## config.mk

```make
export PLATFORM = sky130hd
export DESIGN_NAME = counter_updown_mod
export DESIGN_NICKNAME = d
export VERILOG_FILES = /design/src/rtl/counter_pkg.sv /design/src/rtl/counter_updown_mod_tick_prescaler.sv /design/src/rtl/counter_updown_mod.sv
export SDC_FILE = /design/constraint.sdc
export NUM_CORES = 1
export LEC_CHECK = 0
export ABC_AREA = 0
export BUFFER_PORTS_ARGS = -buffer_cell sky130_fd_sc_hd__buf_4
export CORE_AREA = 3 3 40 42
export DETAILED_ROUTE_END_ITERATION = 7
export DIE_AREA = 0 0 43 45
export PLACE_DENSITY_LB_ADDON = 0.1
export RECOVER_POWER = 50
export SYNTH_ARGS = -nofsm -noshare
export SYNTH_HDL_FRONTEND = slang
export SYNTH_SLANG_ARGS = --single-unit
```

## constraint.sdc

```tcl
create_clock -name clock -period 2.5 [get_ports clock]
set_input_delay 0.125 -clock clock [delete_from_list [all_inputs] [get_ports clock]]
set_output_delay 0.125 -clock clock [all_outputs]
set_load 0.03 [all_outputs]
```

## src/rtl/counter_pkg.sv

```systemverilog
// Shared constants and helpers for the counter family.
package counter_pkg;

    localparam logic DIR_UP   = 1'b1;
    localparam logic DIR_DOWN = 1'b0;

    localparam int unsigned MODE_WRAP = 0;
    localparam int unsigned MODE_SAT  = 1;

    localparam int unsigned CLAMP_W = 32;

    // Limit a load value to the legal count range 0..modulus-1.
    function automatic logic [CLAMP_W-1:0] clamp(input logic [CLAMP_W-1:0] value,
                                                 input logic [CLAMP_W-1:0] modulus);
        logic [CLAMP_W-1:0] res;
        res = value;
        if (value >= modulus) begin
            res = modulus - CLAMP_W'(1);
        end
        return res;
    endfunction

endpackage

```

## src/rtl/counter_updown_mod_tick_prescaler.sv

```systemverilog
// Enable prescaler: emits one tick every PRESCALE enabled cycles.
module tick_prescaler #(
    parameter int unsigned PRESCALE = 1
) (
    input  logic clock,
    input  logic reset,
    input  logic enable,
    input  logic clear,
    output logic tick
);

    localparam int unsigned PW   = (PRESCALE > 1) ? $clog2(PRESCALE) : 1;
    localparam logic [PW-1:0] LAST = PW'(PRESCALE - 1);

    logic [PW-1:0] pcnt_q;
    logic [PW-1:0] pcnt_d;

    // With PRESCALE=1 LAST is 0, so pcnt stays at 0 and tick follows enable.
    assign tick = enable && (pcnt_q == LAST);

    always_comb begin
        pcnt_d = pcnt_q;
        if (clear) begin
            pcnt_d = '0;
        end else if (enable) begin
            pcnt_d = tick ? '0 : pcnt_q + PW'(1);
        end
    end

    always_ff @(posedge clock) begin
        if (reset) begin
            pcnt_q <= '0;
        end else begin
            pcnt_q <= pcnt_d;
        end
    end

endmodule

```

## src/rtl/counter_updown_mod.sv

```systemverilog
// Up/down modulus counter with wrap or saturate mode, parallel load and prescaled enable.
module counter_updown_mod
    import counter_pkg::*;
#(
    parameter int unsigned WIDTH    = 4,
    parameter int unsigned MODULUS  = 16,
    parameter int unsigned SATURATE = 0,
    parameter int unsigned PRESCALE = 1
) (
    input  logic             clock,
    input  logic             reset,
    input  logic             enable,
    input  logic             up_down,
    input  logic             load,
    input  logic [WIDTH-1:0] load_value,
    output logic [WIDTH-1:0] out,
    output logic             tc,
    output logic             wrap,
    output logic             sat_flag
);

    localparam logic [WIDTH-1:0] MAX_VAL = WIDTH'(MODULUS - 1);

    logic [WIDTH-1:0] cnt_q, cnt_d;
    logic             wrap_q, wrap_d;
    logic             sat_q, sat_d;
    logic             tick;

    tick_prescaler #(
        .PRESCALE (PRESCALE)
    ) u_tick_prescaler (
        .clock  (clock),
        .reset  (reset),
        .enable (enable),
        .clear  (load),
        .tick   (tick)
    );

    // Next count: load wins over a step; range ends either wrap or hold.
    always_comb begin
        cnt_d  = cnt_q;
        wrap_d = 1'b0;
        sat_d  = sat_q;
        if (load) begin
            cnt_d = WIDTH'(clamp(CLAMP_W'(load_value), CLAMP_W'(MODULUS)));
            sat_d = 1'b0;
        end else if (tick) begin
            if (up_down == DIR_UP) begin
                if (cnt_q == MAX_VAL) begin
                    if (SATURATE == MODE_SAT) begin
                        sat_d = 1'b1;
                    end else begin
                        cnt_d  = '0;
                        wrap_d = 1'b1;
                    end
                end else begin
                    cnt_d = cnt_q + WIDTH'(1);
                end
            end else begin
                if (cnt_q == '0) begin
                    if (SATURATE == MODE_SAT) begin
                        sat_d = 1'b1;
                    end else begin
                        cnt_d  = MAX_VAL;
                        wrap_d = 1'b1;
                    end
                end else begin
                    cnt_d = cnt_q - WIDTH'(1);
                end
            end
        end
    end

    always_ff @(posedge clock) begin
        if (reset) begin
            cnt_q  <= '0;
            wrap_q <= 1'b0;
            sat_q  <= 1'b0;
        end else begin
            cnt_q  <= cnt_d;
            wrap_q <= wrap_d;
            sat_q  <= sat_d;
        end
    end

    assign out      = cnt_q;
    assign wrap     = wrap_q;
    assign sat_flag = sat_q;
    assign tc       = (up_down == DIR_UP) ? (cnt_q == MAX_VAL) : (cnt_q == '0);

endmodule

```

# Word-level counts from Yosys, hierarchy flattened
# Cells that the tools add are included.
# totals
elab_cells	24
output_inout_bits	7
inputBits	9
register_bits	6
# op_classes
bitwise	2
n_reduce_logical	5
addsub	3
mux	10
n_eq_ne	1
# op_table
cell	n
4-bit 2-to-1 mux	5
1-bit 2-to-1 mux	5
4-bit by 1-bit adder with 4-bit output (second input constant)	1
4-bit == test (second input constant)	1
4-bit logical NOT	1
4-bit by 1-bit subtractor with 4-bit output (second input constant)	1
3-bit OR reduction	1
1-bit NOT	2
2-bit nonzero test	1
2-bit OR reduction	1
1-bit adder (second input constant)	1
1-bit logical AND	1

# Depth between registers and ports, before layout
# logic_depth
depth_word	5
depth_mapped	6
ltp_nobuf	6

# Cells and area by module
# A second synthesis with hierarchy kept.
# unflattened
cells_unflattened	48
area_unflattened_um2	394.1
# modules_own_cells
mod	area_per_inst_um2	cells_each	seq_area_each_um2	instances
counter_updown_mod	352.8	45	100.1	1
tick_prescaler	41.3	3	20.0	1

# Worst setup path after synthesis
# OpenSTA, ideal clock, no wires.
# synth_path
path_kind	register -> register
start	register cnt_q[0] (netlist: out[0])
end	register wrap_q (netlist: wrap)
period_less_slack_ns	1.935
stages_incl_launch_ff	6
path_buffers	0
required_ns	2.404
path_slack_ns	0.565
setup_ns	0.096
arrival_ns	1.839
cell_sequence	dfxtp_1 inv_1 ha_1 nand2b_1 o31ai_1 nor4b_1
# synth_via
elab_chain_len	3
elab_cells_between_ends	5
classes_between	eq/ne (1); mux (3); reduce/logical (1)
# synth_lines
item	line	text
start: declaration	counter_updown_mod.sv:24	logic [WIDTH-1:0] cnt_q, cnt_d;
start signal: assignment	counter_updown_mod.sv:80	cnt_q <= cnt_d;
4-bit == test / 4-bit logical NOT (equally long branches)	counter_updown_mod.sv:49, counter_updown_mod.sv:60	
1-bit 2-to-1 mux (on tied branches)	counter_updown_mod.sv:49, counter_updown_mod.sv:60	
1-bit 2-to-1 mux (*)	counter_updown_mod.sv:48	if (up_down == DIR_UP) begin
end signal: assignment	counter_updown_mod.sv:81	wrap_q <= wrap_d;
end: declaration	counter_updown_mod.sv:25	logic wrap_q, wrap_d;
# Mark *: on every way between the ends. The rest lies on a longest branch, timed or not.
# A chain may end at the register's enable or synchronous reset.

# Final worst setup path
# layout_path
start	register cnt_q[0] (netlist: out[0])
end	output port tc
# layout_via
elab_chain_len	2
elab_cells_between_ends	3
classes_between	eq/ne (1); mux (1); reduce/logical (1)
# layout_lines
item	line	text
4-bit == test / 4-bit logical NOT (equally long branches)	counter_updown_mod.sv:89	assign tc = (up_down == DIR_UP) ? (cnt_q == MAX_VAL) : (cnt_q == '0);
1-bit 2-to-1 mux (*)	counter_updown_mod.sv:89	
end: declaration	counter_updown_mod.sv:17	output logic tc,
# Marked as above.

==> results.txt <==
Status - completed
Port Buffers - 14
CTS max path bufs - 2
ANT nets after route - 0
DRC Markers - 0
Post-synth ARST share - 0%
Syn. warnings - 0
Most frequent cells after synthesis - dfxtp_1 (6), a21oi_1 (4), nor2b_1 (4)
Initial Utilization - 31.0%
Final #Nets - 77
Placer Congestion - 0.742
Tot GR Track Use - 10.8%
Vias in the first global route - 340
Post-Syn Instances - 49
Met2 Routed Length - 401 um
Clk Latency, worst-skew pair - 0.24 ns
Post-cts sizing count - 0
Startpoint types - flip-flop
IO Count - 16
#FFs+latches synth - 6
Worst EP arrival - 1.43 ns
Via count - 376
Max IR drop VDD - 312 uV
Final setup viols - 0
Postcts setup bufs - 0
DR top layer - met3
Cell taking the most area after synthesis - dfxtp_1
CP required - 2.38 ns
Fill cells - 146
Max-cap violations - 0
F_max - 642 MHz
Most instantiated library cell after synthesis - dfxtp_1
Synth unique cells - 26
CTS HTree Levels - 1
Wire per inst - 11.4 um
Synthesized area - 398 sq um
Crit-path max FO - 8
Worst Hold Depth - 2
1st-pass router iterations - 3
FF+latch area - 120 sq um
Global-route wire length before repair - 1500 um
Worst setup margin - 0.943 ns
Std cell rows - 13
Pre-CTS setup slack - 1.04 ns
Kind of critical path - flip-flop to output port
Worst setup EP type - output port
GRT overflow - 0
CTS clk-pin slew, worst paths - 0.04 ns
Die area - 0.00194 sq mm
P&R area growth vs syn - 30.2%
Register area share after synthesis - 30.2%
Fraction of layout cells with a size suffix above 1 - 25.0%
Yosys top cell area share - 30.2%
Max Slew Vio Count - 0
CTS Buf Count - 3
Total power - 0.000276 W
Pwr Density - 533 mW/mm^2
Number of hold violations in the final report - 0
Met3 WL - 89 um
Iter 0 DRT Violations - 7
N_diodes - 0
Setup Skew - 0.00139 ns
CTS Root Cell - clkbuf_4
Top FF cell, synth - dfxtp_1
Vias per cell - 4.76
Area of the multi-input gates - 251 sq um
RSZ-0062 raised after global routing - false
CTS tree - yes
Die X - 43 um
Avg Inst Size Synth - 8.12 sq um
Leakage - 0.224 nW
Clk sinks - 6
Min cycle time layout - 1.56 ns
Hpwl dp - 705 um
Worst Reg-to-Reg Cells - 5
Final WL - 897 um
Hold buffers post-CTS - 0
Sum Neg Setup Slack - 0 ns
Syn nets - 60
Period utilization - 62.3%
Largest net degree at the start of global routing - 12
Die Ht - 45 um
HP Class - primary input to flip-flop
EDFF count, synth - 0
Top post-synthesis cells by area - dfxtp_1 (30%), ha_1 (6.3%), nor2b_1 (6.3%)
Initial antenna violation count - 0
WL met1 - 405 um
Core Region - 0.00128 sq mm
==> layout by cell type (no fill, tap or decap) <==
cell and instances:
a2111oi_1 1, a211oi_1 1, a21o_1 1, a21oi_1 4
a311oi_2 1, buf_4 10, clkbuf_1 4, clkbuf_4 3
conb_1 1, dfxtp_1 6, ha_1 2, inv_1 3
inv_2 1, nand2_1 2, nand2b_1 2, nand3_1 1
nand4_1 1, nor2_1 3, nor2b_1 4, nor3_1 2
nor4b_1 2, o21a_1 1, o21ai_0 3, o31ai_1 1
or4_4 1, xnor2_1 1, xor2_1 2
==> path summary, 6_finish.rpt <==
kind	startpoint	end	slack (ns)
min	enable	u_tick_prescaler.pcnt_q	0.06
min reg2reg	u_tick_prescaler.pcnt_q	u_tick_prescaler.pcnt_q	0.49
max reg2reg	out[0]	out[3]	1.04
max	out[0]	tc	0.94
==> sequential cells by signal, indices dropped and copies added, names as in the netlist <==
name                     count
out                          4
wrap                         1
u_tick_prescaler.pcnt_q      1
==> power by group <==
part           switching [W]  internal (W)  total (W)  leakage, nW
Combinational      0.0000429     0.0000326  0.0000755        0.160
Sequential         0.0000116      0.000102   0.000114       0.0495
Clock              0.0000327     0.0000541  0.0000868       0.0138
Total              0.0000872      0.000189   0.000276        0.224
==> area by class of cell <==
type | count | area share [%]
multi-input cells | 37 | 48.6
flip-flops and latches | 6 | 23.2
repair buffers | 14 | 17.4
clock buffers | 3 | 4.35
well taps | 15 | 3.62
inverters | 4 | 2.90
==> through the flow <==
stage | area (sq um) | instances | utilization, % | hold WS (ns)
floorplan | 398 | 49 | - | 0.197
global placement | 510 | 76 | 39.7 | 0.309
detailed placement | 510 | 76 | 39.7 | 0.309
CTS | 533 | 79 | 41.5 | 0.0525
global route | 518 | 79 | 40.3 | 0.0513
finish | 518 | 79 | 40.3 | 0.0596
==> critical path, cell delays in order, from the launching register on <==
cell and delay (ns):
dfxtp_1 0.37, inv_1 0.09, ha_1 0.17, nand2b_1 0.08, o31ai_1 0.26, buf_4 0.22
==> per-layer routing <==
| metal | up-vias | track usage, % |
|---|---|---|
| met5 | - | 0 |
| met4 | 0 | 1.81 |
| met3 | 0 | 7.97 |
| met2 | 13 | 15.3 |
| met1 | 160 | 13.3 |
| li1 | 203 | - |
==> cells by family after synthesis <==
group	after synthesis	share of synthesized area, %
xor gates and xnor gates	3	6.60
AOI/OAI and AO/OA	13	22.6
buffers and inverters	6	6.60
adders and majority gates	2	6.29
DFF	6	30.2
other	1	0.942
and+or+nand+nor	18	26.7
Note: power is estimated with default switching activity, not from simulation.
